==> src/rtl/shop_pkg.sv <==
// Shared definitions for the shop_v self-test sweep: state encoding, index width,
// golden truth table and the i_code gate selectors.
package shop_pkg;

    localparam int IDX_W = 5;

    // Byte per i_code: {XNOR3, NOR3, NAND3, XOR3}, bit {a,b,c} within each byte.
    localparam logic [31:0] SHOP_GOLDEN = 32'h69017F96;

    localparam logic [1:0] CODE_XOR3  = 2'b00;
    localparam logic [1:0] CODE_NAND3 = 2'b01;
    localparam logic [1:0] CODE_NOR3  = 2'b10;
    localparam logic [1:0] CODE_XNOR3 = 2'b11;

    typedef enum logic [1:0] {
        ST_IDLE = 2'd0,
        ST_RUN  = 2'd1,
        ST_DONE = 2'd2
    } state_t;

endpackage

==> src/rtl/shop_sweep_timer_v.sv <==
// Reloadable 4-bit settle down-counter; o_zero marks the cycle a vector may be sampled.
module shop_sweep_timer_v (
    input  logic       i_clk,
    input  logic       i_rst_n,
    input  logic       i_load,
    input  logic [3:0] i_load_val,
    input  logic       i_dec,
    output logic       o_zero
);

    logic [3:0] cnt;

    always_ff @(posedge i_clk or negedge i_rst_n) begin
        if (!i_rst_n) begin
            cnt <= 4'd0;
        end else if (i_load) begin
            cnt <= i_load_val;
        end else if (i_dec && cnt != 4'd0) begin
            cnt <= cnt - 4'd1;
        end
    end

    assign o_zero = (cnt == 4'd0);

endmodule

==> src/rtl/shop_sweep_v.sv <==
// Sweeps shop_v through all 32 {i_code,a,b,c} vectors and captures o_f into a table.
// Define SHOP_SWEEP_CHECK_EN to compare each sample against GOLDEN (o_pass/o_fail_idx).
module shop_sweep_v
    import shop_pkg::*;
#(
    parameter int unsigned  SETTLE_CYCLES = 1,
    parameter logic [31:0]  GOLDEN        = SHOP_GOLDEN
) (
    input  logic             i_clk,
    input  logic             i_rst_n,
    input  logic             i_start,
    input  logic             i_abort,
    input  logic             i_f,
    output logic             o_a,
    output logic             o_b,
    output logic             o_c,
    output logic [1:0]       o_code,
    output logic             o_busy,
    output logic             o_done,
    output logic [31:0]      o_table,
    output logic             o_pass,
    output logic [IDX_W-1:0] o_fail_idx
);

    localparam logic [3:0] SETTLE = 4'(SETTLE_CYCLES);

    state_t           state;
    logic [IDX_W-1:0] idx;
    logic             t_zero;
    logic             start_ok;
    logic             sample;

    // Start is only honoured outside RUN, and abort always beats it.
    assign start_ok = (state != ST_RUN) && i_start && !i_abort;
    assign sample   = (state == ST_RUN) && t_zero && !i_abort;

    shop_sweep_timer_v u_timer (
        .i_clk      (i_clk),
        .i_rst_n    (i_rst_n),
        .i_load     (start_ok || sample),
        .i_load_val (SETTLE),
        .i_dec      (state == ST_RUN),
        .o_zero     (t_zero)
    );

    always_ff @(posedge i_clk or negedge i_rst_n) begin
        if (!i_rst_n) begin
            state   <= ST_IDLE;
            idx     <= '0;
            o_table <= '0;
            o_busy  <= 1'b0;
            o_done  <= 1'b0;
        end else begin
            o_done <= 1'b0;
            case (state)
                ST_RUN: begin
                    if (i_abort) begin
                        state  <= ST_IDLE;
                        idx    <= '0;
                        o_busy <= 1'b0;
                    end else if (sample) begin
                        o_table[idx] <= i_f;
                        idx          <= idx + 5'd1;
                        if (idx == 5'd31) begin
                            state  <= ST_DONE;
                            o_busy <= 1'b0;
                            o_done <= 1'b1;
                        end
                    end
                end
                default: begin
                    if (start_ok) begin
                        state   <= ST_RUN;
                        idx     <= '0;
                        o_table <= '0;
                        o_busy  <= 1'b1;
                    end else begin
                        state <= ST_IDLE;
                    end
                end
            endcase
        end
    end

    // idx is itself a register, so the drive bits only move on sample edges.
    assign o_a    = idx[2];
    assign o_b    = idx[1];
    assign o_c    = idx[0];
    assign o_code = idx[4:3];

`ifdef SHOP_SWEEP_CHECK_EN
    logic seen;
    logic mismatch;

    assign mismatch = (i_f != GOLDEN[idx]);

    always_ff @(posedge i_clk or negedge i_rst_n) begin
        if (!i_rst_n) begin
            seen       <= 1'b0;
            o_pass     <= 1'b0;
            o_fail_idx <= '0;
        end else if (start_ok) begin
            seen       <= 1'b0;
            o_pass     <= 1'b0;
            o_fail_idx <= '0;
        end else if (sample) begin
            if (mismatch && !seen) begin
                seen       <= 1'b1;
                o_fail_idx <= idx;
            end
            if (idx == 5'd31) begin
                o_pass <= !(seen || mismatch);
            end
        end
    end
`else
    assign o_pass     = 1'b0;
    assign o_fail_idx = '0;
`endif

endmodule

==> config.mk <==
export PLATFORM = sky130hd
export DESIGN_NAME = shop_sweep_v
export DESIGN_NICKNAME = d
export VERILOG_FILES = /design/src/rtl/shop_pkg.sv /design/src/rtl/shop_sweep_timer_v.sv /design/src/rtl/shop_sweep_v.sv
export SDC_FILE = /design/constraint.sdc
export NUM_CORES = 1
export LEC_CHECK = 0
export BUFFER_PORTS_ARGS = -buffer_cell sky130_fd_sc_hd__buf_2
export CORE_MARGIN = 3
export CORE_UTILIZATION = 24
export DETAILED_ROUTE_END_ITERATION = 12
export SLEW_MARGIN = 20
export SYNTH_ARGS = -nofsm -noshare
export SYNTH_HDL_FRONTEND = slang
export SYNTH_HIERARCHICAL = 1
export SYNTH_SLANG_ARGS = --single-unit
export TNS_END_PERCENT = 20
==> constraint.sdc <==
create_clock -name i_clk -period 2.6 [get_ports i_clk]
set_input_delay 0.13 -clock i_clk [delete_from_list [all_inputs] [get_ports i_clk]]
set_output_delay 0.13 -clock i_clk [all_outputs]
set_load 0.01 [all_outputs]
[After elaboration in Yosys (flattened, before gate mapping)]
Cells that the tools add are included.
Cells by class
  reduce and logical (&&, ||, !) cells: 16
  multiplexer cells: 27
  $lt $le $gt $ge: 2
  equality and inequality tests: 7
  add/subtract/negate cells: 2
Operators with widths (number)
  2-to-1 mux 32 bit: 4
  bitwise mux 32 bit: 1
  2-to-1 mux 5 bit: 4
  2-to-1 mux 1 bit: 11
  2-to-1 mux 2 bit: 4
  2-to-1 mux 4 bit: 2
  logical AND 1 bit: 6
  less-than comparator 5 x 6 -> 1 bit (second input constant): 1
  inequality test 3 bit (second input constant): 2
  AND reduction 3 bit: 2
  adder 5 x 1 -> 5 bit (second input constant): 1
  demux 1 bit (select 5 bit): 1
  equality test 5 bit (second input constant): 1
  greater-or-equal comparator 5 x 1 -> 1 bit (second input constant): 1
  logical NOT 4 bit: 1
  inequality test 2 bit (second input constant): 2
  AND reduction 2 bit: 2
  nonzero test 2 bit: 2
  nonzero test 4 bit: 1
  subtractor 4 x 1 -> 4 bit (second input constant): 1
  equality test 2 x 1 -> 1 bit (second input constant): 1
  inequality test 2 x 1 -> 1 bit (second input constant): 1
  logical NOT 1 bit: 1
  logical OR 1 bit: 1
Word-level totals
  output and inout bits: 45
  input port bits: 5
  logic and storage cells: 60
  register bits: 45

[Longest topological paths before layout]
  word-level depth: 8
  depth in mapped cells: 9
  mapped depth without buffers: 7

[Hierarchy]
The synthesis kept the hierarchy.
Modules (own cells, without submodules)
  shop_sweep_v: area each 2237.1 um^2, times used 1, cells each 215, seq. area each 1026.0 um^2
  shop_sweep_timer_v: area each 270.3 um^2, times used 1, cells each 27, seq. area each 100.1 um^2

[Least setup slack after synthesis]
OpenSTA, ideal clock, no wires.
  kind: reg2reg
  start: register u_timer.cnt[0]
  end: register u_timer.cnt[3]
  slack: 697 ps
  buffers on the path: 2
  cell stages (with the launch flop): 10
  data required time: 2474 ps
  arrival: 1777 ps
  library setup time: 126 ps
  period minus slack after synthesis: 1903 ps
  path through: dfrtp_1 inv_1 ha_1 nor3b_2 buf_6 nand2_1 a21oi_1 buf_6 nor3_1 a221o_1
On the way
  word-level cells in the longest chain between the ends: 5
  elaborated cells on any way between the ends: 10
  classes of those cells: add/sub: 1; mux: 2; reduce/logical: 7
RTL lines
  start, declared: line shop_sweep_timer_v.sv:11  | logic [3:0] cnt;
  start signal, assigned: line shop_sweep_timer_v.sv:17  | cnt <= i_load_val;
  start signal, assigned: line shop_sweep_timer_v.sv:19  | cnt <= cnt - 4'd1;
  logical NOT 4 bit (*): line shop_sweep_timer_v.sv:23  | assign o_zero = (cnt == 4'd0);
  net t_zero: line shop_sweep_v.sv:29  | logic t_zero;
  logical AND 1 bit (*) (2 in series): line shop_sweep_v.sv:35  | assign sample = (state == ST_RUN) && t_zero && !i_abort;
  logical OR 1 bit (*): line shop_sweep_v.sv:40  | .i_load (start_ok || sample),
  2-to-1 mux 4 bit / nonzero test 2 bit (equally long branches)
The timed path passes the listed nets; every way through them passes the cells marked *. The select of a mux whose other input is x is not followed.
A chain may end at the register's enable or synchronous reset.

[Worst setup path in the final report]
  start: register u_timer.cnt[0]
  end: register o_table[6]
On the way
  word-level cells in the longest chain between the ends: 5
RTL lines
  logical NOT 4 bit: line shop_sweep_timer_v.sv:23
  net t_zero: line shop_sweep_v.sv:29
  logical AND 1 bit (2 in series): line shop_sweep_v.sv:35
  inequality test 2 bit (no line)
  AND reduction 3 bit (no line)
  end signal, assigned by index: line shop_sweep_v.sv:62  | o_table[idx] <= i_f;
  end, declared: line shop_sweep_v.sv:20  | output logic [31:0] o_table,
The timed path passes the listed nets, and every way through them passes these cells.

==> run summary <==
Status -> completed
Maxcap violations -> 0
Ports -> 50
Post-synthesis cell type count -> 41
Initial antenna violation count -> 0
DRT Pass-1 Iters -> 4
Htree depth -> 2
Required time worst endpoint -> 2.76 ns
GRT overflow -> 0
First-pass GRT wire length -> 10200 um
Share of layout cells above drive strength 1 -> 0.222
Drt drc -> 0
RR Startpoint -> u_timer/cnt[0]
Port buffer count -> 43
Max Fclk -> 0.475 GHz
Worst Setup SP -> u_timer/cnt[0]
Total die area -> 0.0117 sq mm
Die Y -> 108 um
Number of CTS-inserted buffers -> 5
Crit path buf inv count -> 2
Fin crit period -> 2.11 ns
Layout Nets -> 290
Netlist Area Pre-Place -> 0.00251 sq mm
Drt first-iter violations -> 157
Final max-slew violation count -> 0
ANT nets after route -> 0
Largest net degree at the start of global routing -> 46
Layout area overhead -> 15.0%
CP Launch Type -> flop
Place WS -> 0.516 ns
CTS resizes -> 0
Cell area power density -> 522 mW/mm^2
# hold bufs at CTS -> 0
Worst Setup End Kind -> flop
CP max stage delay -> 0.45 ns
Worst-path clk slew -> 0.08 ns
Vias per Instance -> 4.69
YS warnings -> 6
EDFF count, synth -> 0
Mapped Cells -> 242
CTS tree -> done
Critical path type -> flop to flop
Hold path start -> i_abort
Clock Skews -> 0.00508 ns
Fin crit share -> 0.810
Placed cell areas -> 0.00278 sq mm
Max_slew headroom -> 0.580
Yosys reg bits -> 45
Fraction of registers with async set or reset after synthesis -> 1.00
Critical Path Slowest Stage Cell -> nor3b_2
DIE WIDTH -> 108 um
CP arrival -> 2.27 ns
Number of setup violations in the final report -> 0
CP cell instances -> inv_1, ha_1, nor3b_2, and4bb_1, buf_4, nand4_1, mux2i_1
RePlAce Congestion -> 0.804
WL/cell -> 15.1 um
Top delay family on crit path -> simple AND/OR/NAND/NOR gates
Setup TNS after final layout -> 0 ns
DP HPWL -> 4310 um
Design area -> 0.00288 sq mm
Clock latency on the worst-skew pair -> 0.30 ns
Fin worst setup slack -> 0.494 ns
Average size of a mapped cell -> 10.4 sq um
RSZ-0062 raised after global routing -> no
Clock sink count -> 45
Tightest Pin Transition -> 0.629 ns
Core footprint -> 0.00995 sq mm
Synth Flop Type -> dfrtp_1
Antenna cell count -> 0
DRT Wirelength -> 6230 um
Initial core utilization -> 0.252
Leakage -> 1.51 nW
Vias -> 1931
Core Util, Final -> 0.290
Worst VDD drop -> 0.204 mV
Hold Fails Final Rpt -> 0
Worst min path class -> primary input to flop
Seq/Total Area, Yosys -> 0.449
Crit path max fanout -> 25
FP Rows -> 36
Setup repair bufs after CTS -> 0
All-Layer GR Usage -> 0.110
Vias in the first global route -> 1851
Max clock buf depth -> 2
Clk root buf -> clkbuf_8
[synth_stat cells, drive strengths merged (2+ instances only)]
library cell	instances	area [sq um]
nand2	10	37.5
nand4b	4	35.0
dfrtp	45	1130
a22o	4	35.0
ha	6	75.1
a21oi	3	15.0
and3	3	18.8
clkbuf	5	18.8
and2	6	37.5
buf	24	171
mux2i	22	220
nand3	19	95.1
o21ai	27	135
nor3b	5	47.5
nor3	3	15.0
and3b	4	35.0
nor2b	3	18.8
nand2b	3	18.8
a32o	10	100
nand4	11	68.8
conb	2	7.51
inv	7	26.3
and4b	2	20.0
[layout make-up]
cell class                      instances  area (sq um)
Clock inverter                          1          7.51
Fill cell                            1036          7070
Sequential cell                        45          1130
Multi-Input combinational cell        169          1190
Clock buffer                            6          82.6
Timing Repair Buffer                   51           280
Tap cell                              133           166
Inverter                                7          26.3
[placed cells by master (no fill, tap or decap), types with 6 or more instances in the layout]
| cell | instances |
|---|---|
| and2_1 | 6 |
| clkbuf_8 | 6 |
| conb_1 | 10 |
| nand4_1 | 11 |
| nand2_1 | 10 |
| buf_4 | 8 |
| mux2i_1 | 22 |
| o21ai_0 | 27 |
| buf_2 | 42 |
| nand3_1 | 19 |
| dfrtp_1 | 45 |
| a32o_1 | 10 |
| ha_1 | 6 |
| inv_1 | 7 |
[worst reg2reg max path: cells and delay by family (launching register included)]
kind                     cells  cell delay, ns
AND/OR/NAND/NOR              3            0.88
buffers and inverters        2            0.32
flip-flops                   1            0.42
multiplexers                 1            0.15
adder cells (fa/ha/maj)      1            0.20
[power breakdown]
| group | internal (mW) | switching (mW) |
|---|---|---|
| clock | 0.210 | 0.245 |
| combinational | 0.107 | 0.166 |
| sequential | 0.736 | 0.0416 |
| total | 1.05 | 0.453 |
[metal layers]
layer	vias up	share of wire	track usage
met4	0	0.015	0.0370
li1	940	-	-
met1	937	0.48	0.149
met5	-	0	0
met2	47	0.43	0.163
met3	7	0.075	0.0412
[final timing paths]
kind	end	depth (start not counted)	slack (ns)
hold reg to reg	o_table[28]	1	0.53
min in group asynchronous	idx[0]	2	0.36
max in group asynchronous	o_table[0]	2	1.82
setup / recovery	o_table[6]	7	0.49
setup reg to reg	o_table[6]	7	0.49
hold / removal	state[0]	2	0.06
[per-stage QoR]
step | instances | hold slack (ns) | power (mW)
after floorplan | 250 | -0.166 | 1.00
after global placement | 404 | 0.373 | 1.06
after detailed placement | 404 | 0.369 | 1.06
after CTS | 411 | 0.0367 | 1.52
after global routing | 412 | 0.0642 | 1.60
final | 412 | 0.0630 | 1.51
[cells by family (layout without fill, tap and decap cells)]
group / count (synthesis) / in the layout / share of synthesized area
other cells: 2 / 10 / 0.00300
flops: 45 / 45 / 0.449
xor+xnor: 2 / 2 / 0.00699
fa+ha+maj: 6 / 6 / 0.0299
compound gates: 50 / 50 / 0.135
buf+inv: 36 / 65 / 0.0863
simple gates: 78 / 78 / 0.197
mux: 23 / 23 / 0.0923
[sequential cells by signal (all words and copies together), names as in the netlist]
| register | flops |
|---|---|
| o_table | 32 |
| o_busy | 1 |
| o_done | 1 |
| idx | 5 |
| state | 2 |
| u_timer/cnt | 4 |
(Power assumes the default switching activity.)
